`src/rtl/comb_pipe_pkg.sv`:
```
// -----------------------------------------------------------------------------
// comb_pipe_pkg
// Shared types and constants for the comb_pipe_select pipeline.
//   dec_e    : decision class produced by the select core and carried in
//              stage B (used to recognise key-1 results for the hit counter)
//   K1 / K3  : key values that pick the special select rules
//   make_key : assembles the 3-bit key from one bit of each operand
// -----------------------------------------------------------------------------
package comb_pipe_pkg;

  typedef enum logic [1:0] {
    DEC_GE      = 2'd0,
    DEC_LT_K1   = 2'd1,
    DEC_LT_K3   = 2'd2,
    DEC_LT_DFLT = 2'd3
  } dec_e;

  localparam logic [2:0] K1 = 3'd1;
  localparam logic [2:0] K3 = 3'd3;

  // Key bit order is {src3, src2, src1}.
  function automatic logic [2:0] make_key(input logic b1, input logic b2, input logic b3);
    return {b3, b2, b1};
  endfunction

endpackage

```
`src/rtl/comb_select_core.sv`:
```
// -----------------------------------------------------------------------------
// comb_select_core
// Purely combinational compare/select function.
// Ports:
//   src1, src2, src3 : operands (SIZE bits)
//   ge               : precomputed unsigned src1 >= src2
//   key              : 3-bit key {src3[b], src2[b], src1[b]}
//   out1..out5       : selected results (SIZE bits)
//   dec              : decision class for the chosen rule
// -----------------------------------------------------------------------------
module comb_select_core
  import comb_pipe_pkg::*;
#(
  parameter int SIZE = 4
) (
  input  logic [SIZE-1:0] src1,
  input  logic [SIZE-1:0] src2,
  input  logic [SIZE-1:0] src3,
  input  logic            ge,
  input  logic [2:0]      key,
  output logic [SIZE-1:0] out1,
  output logic [SIZE-1:0] out2,
  output logic [SIZE-1:0] out3,
  output logic [SIZE-1:0] out4,
  output logic [SIZE-1:0] out5,
  output dec_e            dec
);

  // Select the five results and the decision class from compare and key.
  always_comb begin
    out1 = src1;
    out2 = src2;
    out3 = src1;
    out4 = src2;
    out5 = src1;
    dec  = DEC_GE;
    if (ge) begin
      out1 = src1;
      out2 = src2;
      out3 = src1;
      out4 = src2;
      out5 = src1;
      dec  = DEC_GE;
    end else begin
      case (key)
        K1: begin
          out1 = src3;
          out2 = src3;
          out3 = src2;
          out4 = src3;
          out5 = src3;
          dec  = DEC_LT_K1;
        end
        K3: begin
          out1 = src1;
          out2 = src2;
          out3 = {SIZE{1'b0}};
          out4 = {SIZE{1'b0}};
          out5 = src3;
          dec  = DEC_LT_K3;
        end
        default: begin
          out1 = src1;
          out2 = src2;
          out3 = src2;
          out4 = src1;
          out5 = src3;
          dec  = DEC_LT_DFLT;
        end
      endcase
    end
  end

endmodule

```
`src/rtl/comb_pipe_select.sv`:
```
// -----------------------------------------------------------------------------
// comb_pipe_select
// Two-stage valid/ready pipeline around comb_select_core, with a saturating
// counter of delivered key-1 results.
// Ports:
//   clk, rst            : clock, asynchronous active-high reset
//   in_valid / in_ready : input handshake (accept = in_valid && in_ready)
//   key_sel             : 0 -> key from bit 0, 1 -> key from bit SIZE-1
//   src1..src3          : operands, sampled on accept
//   out_valid/out_ready : output handshake (delivery = out_valid && out_ready)
//   out1..out5          : registered results, stable while stalled
//   hit_clr             : synchronous clear of hit_cnt (wins over increment)
//   hit_cnt             : saturating count of delivered key-1 results
// -----------------------------------------------------------------------------
module comb_pipe_select
  import comb_pipe_pkg::*;
#(
  parameter int SIZE  = 4,
  parameter int CNT_W = 8
) (
  input  logic             clk,
  input  logic             rst,
  input  logic             in_valid,
  output logic             in_ready,
  input  logic             key_sel,
  input  logic [SIZE-1:0]  src1,
  input  logic [SIZE-1:0]  src2,
  input  logic [SIZE-1:0]  src3,
  output logic             out_valid,
  input  logic             out_ready,
  output logic [SIZE-1:0]  out1,
  output logic [SIZE-1:0]  out2,
  output logic [SIZE-1:0]  out3,
  output logic [SIZE-1:0]  out4,
  output logic [SIZE-1:0]  out5,
  input  logic             hit_clr,
  output logic [CNT_W-1:0] hit_cnt
);

  localparam logic [CNT_W-1:0] CNT_MAX = {CNT_W{1'b1}};
  localparam logic [CNT_W-1:0] CNT_ONE = CNT_W'(1'b1);

  // Stage A state
  logic            a_valid_q, a_valid_d;
  logic [SIZE-1:0] a_src1_q, a_src1_d, a_src2_q, a_src2_d, a_src3_q, a_src3_d;
  logic            a_ge_q, a_ge_d;
  logic [2:0]      a_key_q, a_key_d;

  // Stage B state
  logic            b_valid_q, b_valid_d;
  logic [SIZE-1:0] out1_q, out1_d, out2_q, out2_d, out3_q, out3_d;
  logic [SIZE-1:0] out4_q, out4_d, out5_q, out5_d;
  dec_e            b_dec_q, b_dec_d;

  logic [CNT_W-1:0] hit_cnt_q, hit_cnt_d;

  // Core outputs and flow control
  logic [SIZE-1:0] core_out1, core_out2, core_out3, core_out4, core_out5;
  dec_e            core_dec;
  logic [2:0]      key_in;
  logic            b_load, a_load, deliver;

  // B may load when empty or when its current result leaves this cycle;
  // A may load when empty or when its content moves into B.
  assign deliver   = b_valid_q & out_ready;
  assign b_load    = ~b_valid_q | out_ready;
  assign a_load    = ~a_valid_q | b_load;
  assign in_ready  = a_load;
  assign out_valid = b_valid_q;
  assign out1      = out1_q;
  assign out2      = out2_q;
  assign out3      = out3_q;
  assign out4      = out4_q;
  assign out5      = out5_q;
  assign hit_cnt   = hit_cnt_q;

  // Key extraction from the bit chosen by key_sel (both are bit 0 when SIZE=1).
  always_comb begin
    key_in = 3'd0;
    if (key_sel) begin
      key_in = make_key(src1[SIZE-1], src2[SIZE-1], src3[SIZE-1]);
    end else begin
      key_in = make_key(src1[0], src2[0], src3[0]);
    end
  end

  // Stage A next state: capture operands, compare and key on accept.
  always_comb begin
    a_valid_d = a_valid_q;
    a_src1_d  = a_src1_q;
    a_src2_d  = a_src2_q;
    a_src3_d  = a_src3_q;
    a_ge_d    = a_ge_q;
    a_key_d   = a_key_q;
    if (a_load) begin
      a_valid_d = in_valid;
      if (in_valid) begin
        a_src1_d = src1;
        a_src2_d = src2;
        a_src3_d = src3;
        a_ge_d   = (src1 >= src2);
        a_key_d  = key_in;
      end else begin
        a_src1_d = a_src1_q;
      end
    end else begin
      a_valid_d = a_valid_q;
    end
  end

  comb_select_core #(.SIZE(SIZE)) u_core (
    .src1 (a_src1_q),
    .src2 (a_src2_q),
    .src3 (a_src3_q),
    .ge   (a_ge_q),
    .key  (a_key_q),
    .out1 (core_out1),
    .out2 (core_out2),
    .out3 (core_out3),
    .out4 (core_out4),
    .out5 (core_out5),
    .dec  (core_dec)
  );

  // Stage B next state: results only change when B reloads with valid data,
  // so they hold while stalled.
  always_comb begin
    b_valid_d = b_valid_q;
    out1_d    = out1_q;
    out2_d    = out2_q;
    out3_d    = out3_q;
    out4_d    = out4_q;
    out5_d    = out5_q;
    b_dec_d   = b_dec_q;
    if (b_load) begin
      b_valid_d = a_valid_q;
      if (a_valid_q) begin
        out1_d  = core_out1;
        out2_d  = core_out2;
        out3_d  = core_out3;
        out4_d  = core_out4;
        out5_d  = core_out5;
        b_dec_d = core_dec;
      end else begin
        b_dec_d = b_dec_q;
      end
    end else begin
      b_valid_d = b_valid_q;
    end
  end

  // Hit counter: clear has priority, increments saturate at all-ones.
  always_comb begin
    hit_cnt_d = hit_cnt_q;
    if (hit_clr) begin
      hit_cnt_d = {CNT_W{1'b0}};
    end else if (deliver && (b_dec_q == DEC_LT_K1) && (hit_cnt_q != CNT_MAX)) begin
      hit_cnt_d = hit_cnt_q + CNT_ONE;
    end else begin
      hit_cnt_d = hit_cnt_q;
    end
  end

  // Stage A registers.
  always_ff @(posedge clk or posedge rst) begin
    if (rst) begin
      a_valid_q <= 1'b0;
      a_src1_q  <= {SIZE{1'b0}};
      a_src2_q  <= {SIZE{1'b0}};
      a_src3_q  <= {SIZE{1'b0}};
      a_ge_q    <= 1'b0;
      a_key_q   <= 3'd0;
    end else begin
      a_valid_q <= a_valid_d;
      a_src1_q  <= a_src1_d;
      a_src2_q  <= a_src2_d;
      a_src3_q  <= a_src3_d;
      a_ge_q    <= a_ge_d;
      a_key_q   <= a_key_d;
    end
  end

  // Stage B registers and hit counter.
  always_ff @(posedge clk or posedge rst) begin
    if (rst) begin
      b_valid_q <= 1'b0;
      out1_q    <= {SIZE{1'b0}};
      out2_q    <= {SIZE{1'b0}};
      out3_q    <= {SIZE{1'b0}};
      out4_q    <= {SIZE{1'b0}};
      out5_q    <= {SIZE{1'b0}};
      b_dec_q   <= DEC_GE;
      hit_cnt_q <= {CNT_W{1'b0}};
    end else begin
      b_valid_q <= b_valid_d;
      out1_q    <= out1_d;
      out2_q    <= out2_d;
      out3_q    <= out3_d;
      out4_q    <= out4_d;
      out5_q    <= out5_d;
      b_dec_q   <= b_dec_d;
      hit_cnt_q <= hit_cnt_d;
    end
  end

endmodule

```
`config.mk`:
```
export PLATFORM = sky130hd
export DESIGN_NAME = comb_pipe_select
export DESIGN_NICKNAME = d
export VERILOG_FILES = /design/src/rtl/comb_pipe_pkg.sv /design/src/rtl/comb_select_core.sv /design/src/rtl/comb_pipe_select.sv
export SDC_FILE = /design/constraint.sdc
export NUM_CORES = 1
export LEC_CHECK = 0
export ABC_AREA = 1
export ABC_CLOCK_PERIOD_IN_PS = 1800
export CELL_PAD_IN_SITES_DETAIL_PLACEMENT = 0
export CELL_PAD_IN_SITES_GLOBAL_PLACEMENT = 1
export CORE_ASPECT_RATIO = 0.6
export CORE_MARGIN = 1.5
export CORE_UTILIZATION = 37
export CTS_CLUSTER_SIZE = 40
export DETAILED_ROUTE_END_ITERATION = 8
export PLACE_DENSITY_LB_ADDON = 0.25
export SYNTH_ARGS = -nofsm -noshare
export SYNTH_HDL_FRONTEND = slang
export SYNTH_SLANG_ARGS = --single-unit
```
`constraint.sdc`:
```
create_clock -name clk -period 1.8 [get_ports clk]
set_clock_uncertainty 0.1 [all_clocks]
set_input_delay 0.18 -clock clk [delete_from_list [all_inputs] [get_ports clk]]
set_output_delay 0.18 -clock clk [all_outputs]
set_load 0.02 [all_outputs]
```
# Word level (Yosys, flattened, before mapping)
# Cells that the tools add are included.
# totals
reg_bits	48
output_inout_bits	30
# classes
addsub	1
magnitude_cmp	1
eq_ne	4
mux	14
n_bitwise	5
reduce_logical	5
# ops
op	n
$mux 4	8
$mux 8	2
$add 8x1->8 const B	1
$ne 8x8->1 const B	1
$pmux 4 s2	1
$ge 4x4->1	1
$pmux 2 s2	1
$reduce_and 2->1	2
$eq 3x1->1 const B	1
$eq 3x2->1 const B	1
$mux 3	1
$eq 2x1->1 const B	1
$logic_and 1x1->1	2
$mux 2	1
$not 1->1	2
$or 1x1->1	2
$reduce_bool 2->1	1
$and 1x1->1	1

# Longest topological paths before layout
# depth
ltp_word	5
depth_mapped	9
depth_no_buf	9

# Hierarchy
# A second synthesis with hierarchy kept.
# hier_totals
hier_cells	342
hier_area_um2	2553.7
# modules_own_cells
mod	instances	cells_per_inst	area_per_inst_um2	seq_area_each_um2
comb_pipe_select	1	267	2227.1	1201.2
comb_select_core	1	75	326.6	0.0

# Worst setup path after synthesis
# OpenSTA, ideal clock, no wires.
# synth_timing
kind	register to register
startpoint	reg hit_cnt_q[0], in the netlist hit_cnt[0]
endpoint	reg hit_cnt_q[5], in the netlist hit_cnt[5]
setup_time_ns	0.118
arrival_time_ns	1.229
setup_slack_ns	0.353
stages_incl_launch_ff	10
n_path_buf	0
period_less_slack_ns	1.447
cell_sequence	dfrtp_1 ha_1 nand2_2 nor2_2 nand2_1 nand2_1 nand2_2 clkinv_2 nand2_1 nand2_1
# synth_via
elab_chain_cells	3
word_cells_on_any_way	6
# synth_lines
element	line_no	rtl
start, declared	comb_pipe_select.sv:55	logic [CNT_W-1:0] hit_cnt_q, hit_cnt_d;
start signal, assigned	comb_pipe_select.sv:193	hit_cnt_q <= {CNT_W{1'b0}};
start signal, assigned	comb_pipe_select.sv:202	hit_cnt_q <= hit_cnt_d;
$add 8x1->8 / $ne 8x8->1 (equally long branches)	comb_pipe_select.sv:158, comb_pipe_select.sv:157	
$mux 8 / $logic_and 1x1->1 (equally long branches)	comb_pipe_select.sv:157	end else if (deliver && (b_dec_q == DEC_LT_K1) && (hit_cnt_q != CNT_MAX)) begin
$mux 8 / $reduce_bool 2->1 (equally long branches)	--	
# Several ways; a longest one is shown, not always the timed one. The select of a mux whose other input is x is not followed.
# A chain may end at the register's enable or synchronous reset.

# Final worst setup path
# layout_timing
startpoint	reg hit_cnt_q[3], in the netlist hit_cnt[3]
endpoint	out hit_cnt[3]
# layout_lines
element	line_no	rtl
end, declared	comb_pipe_select.sv:37	output logic [CNT_W-1:0] hit_cnt
# No word-level cell between the ends.

==> results by group <==
Timing
  • Worst Max-Slew Pin Slew: 0.411 ns
  • Hold_ws: 0.124 ns
  • Slew Limit Headroom: 72.6%
  • Post-layout minimum cycle time: 1.68 ns
  • Finish-stage setup viols: 0
  • Fmax: 0.594 GHz
  • Fin crit share: 93.6%
  • RSZ-0062 raised after global routing: no
  • Hold Violations, Final: 0
  • Slew Limit Fails: 0
  • Total negative slack: 0 ns

Drt
  • Initial DRT Pass Iterations: 4
  • Via Count: 2,032
  • Via/cell ratio: 4.77
  • Metal3 WL: 356 um
  • Routed wl met2: 2.23 mm
  • Initial DRC count: 94
  • Number of remaining DRC errors: 0
  • Post-DRT Antenna Nets: 0
  • Top routing layer used: met4
  • Drt total wl: 5.80 mm
  • Wl on met1: 3.19 mm
  • Detail-routed net length per standard cell: 13.6 um

Pwr
  • Max IR drop VDD: 563 uV
  • Lkg Pwr: 1.50 nW
  • PD cells: 1130 nW/um^2

Setup path
  • Setup crit end kind: output pin
  • Buf/Inv on CP: 1
  • CP max-delay cell: clkdlybuf4s50_1
  • Critical path startpoint category: flip-flop
  • CP delay by family, top: buffers and inverters
  • WP data arrival: 1.40 ns
  • Crit-path max FO: 6
  • Crit path cell chain: clkdlybuf4s50_1
  • Crit path kind: reg2out
  • Required time of the critical path: 1.52 ns
  • Delay of the slowest cell on the worst path: 0.64 ns

Floorplan
  • FP Rows: 22
  • Die area: 6880 sq um
  • Initial Util: 38.5%
  • I/O pins: 48
  • Die Y: 64.9 um
  • Core area: 6140 sq um
  • DIE WIDTH: 106 um

Flow run
  • Max-cap violations: 0

Worst hold path
  • Worst Hold Class: in2async

Final layout
  • Antenna diode count: 0
  • Non-Filler Instances: 426
  • Final nets: 364
  • Commonest non-fill, non-tap cell in the layout: nand2_1
  • Synth-to-Final Area Change: 30.3%
  • Share of cells above drive strength 1: 11.4%
  • Most frequent cells in the layout: 98 x nand2_1, 48 x dfrtp_1, 46 x clkdlybuf4s50_1

Synthesis
  • Avg Inst Size Synth: 8.26 sq um
  • Synth Warn #: 0
  • Netlist Area Pre-Place: 2360 sq um
  • Yosys reg bits: 48
  • Sequential element share of the synthesized area: 50.9%
  • Net Count, Synth: 309
  • Synthesized instance count: 286
  • Synth unique cells: 23

Placement
  • GP Congestion: 0.819
  • Dpl hpwl: 4.31 mm
  • Port Buffers: 47
  • Cell Count Post-Placement: 418

Clock network
  • # H-tree levels: 2
  • Clk sink count: 48
  • Clock transition at path regs: 0.09 ns
  • Post-CTS sizing: 0
  • Post-CTS setup buffers: 0
  • Hold-fix buffers at CTS: 0
  • CTS tree: yes
  • Total CTS buffers: 5
  • Clock latency reported for the late side of the worst-skew pair: 0.30 ns
  • Max clock buf depth: 2
  • Root Driver: clkbuf_8

Global route
  • Initial antenna violation count: 0
  • Number of global-route vias before repair: 1,911
  • Gr usage total: 18.4%
  • Overflow after GRT: 0
  • Largest net degree at the start of global routing: 49
  • First-pass GRT wire length: 9.68 mm

Outcome
  • Status: completed
-- synth_stat cells (all sizes together) --
library cell	instances	share of area [%]
o21ai	18	4.8
nand2	105	18
xor2	1	0.37
nand3	36	7.8
dfrtp	48	51
o21bai	3	0.95
nor3	1	0.21
a21oi	3	0.64
o211ai	6	1.9
ha	5	2.6
nand4	6	1.6
inv	32	5.1
clkinv	1	0.21
buf	5	1.3
nor2	16	3.7
-- metrics by stage --
stage	power (mW)	cell area (sq um)	util, %	setup slack [ns]
floorplan	2.15	2360	-	0.353
global placement	2.70	2960	48.3	0.103
CTS	3.50	3070	50.1	0.0340
finish	3.46	3080	50.1	0.116
detailed placement	2.71	2960	48.3	0.109
global route	3.67	3080	50.1	0.0526
-- registers in the layout (all words and copies together) (netlist names) --
signal / count
hit_cnt: 8
out_valid: 1
a_key_q: 3
a_valid_q: 1
a_ge_q: 1
out3: 4
a_src3_q: 4
b_dec_q: 2
out5: 4
a_src2_q: 4
a_src1_q: 4
out4: 4
out1: 4
out2: 4
-- cells by family (layout without fill, tap and decap cells) --
group	count (synthesis)	after routing	share of synthesized area [%]
simple gates	164	164	31.2
flops	48	48	50.9
buf+inv	38	94	6.62
compound gates	30	30	8.27
fa+ha+maj	5	5	2.65
xor+xnor	1	1	0.371
-- path summary, 6_finish.rpt --
kind / start / endpoint / slack [ns] / cells after the start
setup / recovery: hit_cnt[3]$_DFFE_PP0P_ / hit_cnt[3] / 0.12 / 1
hold / removal: rst / hit_cnt[7]$_DFFE_PP0P_ / 0.12 / 3
setup reg to reg: hit_cnt[1]$_DFFE_PP0P_ / hit_cnt[0]$_DFFE_PP0P_ / 0.27 / 8
hold reg to reg: out1[2]$_DFFE_PP0P_ / out1[2]$_DFFE_PP0P_ / 0.39 / 2
max in group asynchronous: rst / hit_cnt[2]$_DFFE_PP0P_ / 1.23 / 3
min in group clk: src3[2] / a_src3_q[2]$_DFFE_PP0P_ / 0.35 / 3
-- cell type report --
class | instances | area [sq um]
well taps | 84 | 105
flip-flops and latches | 48 | 1200
repair buffers | 53 | 531
clock buffers | 5 | 68.8
inverters | 33 | 125
multi-input cells | 200 | 1000
clock inverters | 3 | 42.5
fillers | 613 | 3060
-- per-layer routing --
layer | vias up | GRT usage [%]
met5 | - | 0
li1 | 1034 | -
met3 | 2 | 4.02
met2 | 51 | 25.6
met1 | 945 | 28.9
met4 | 0 | 3.55
-- power breakdown --
group	internal [mW]	switching [mW]
combinational	0.525	0.657
clock	0.411	0.364
sequential	1.32	0.182
total	2.26	1.20
(Power assumes the default switching activity.)
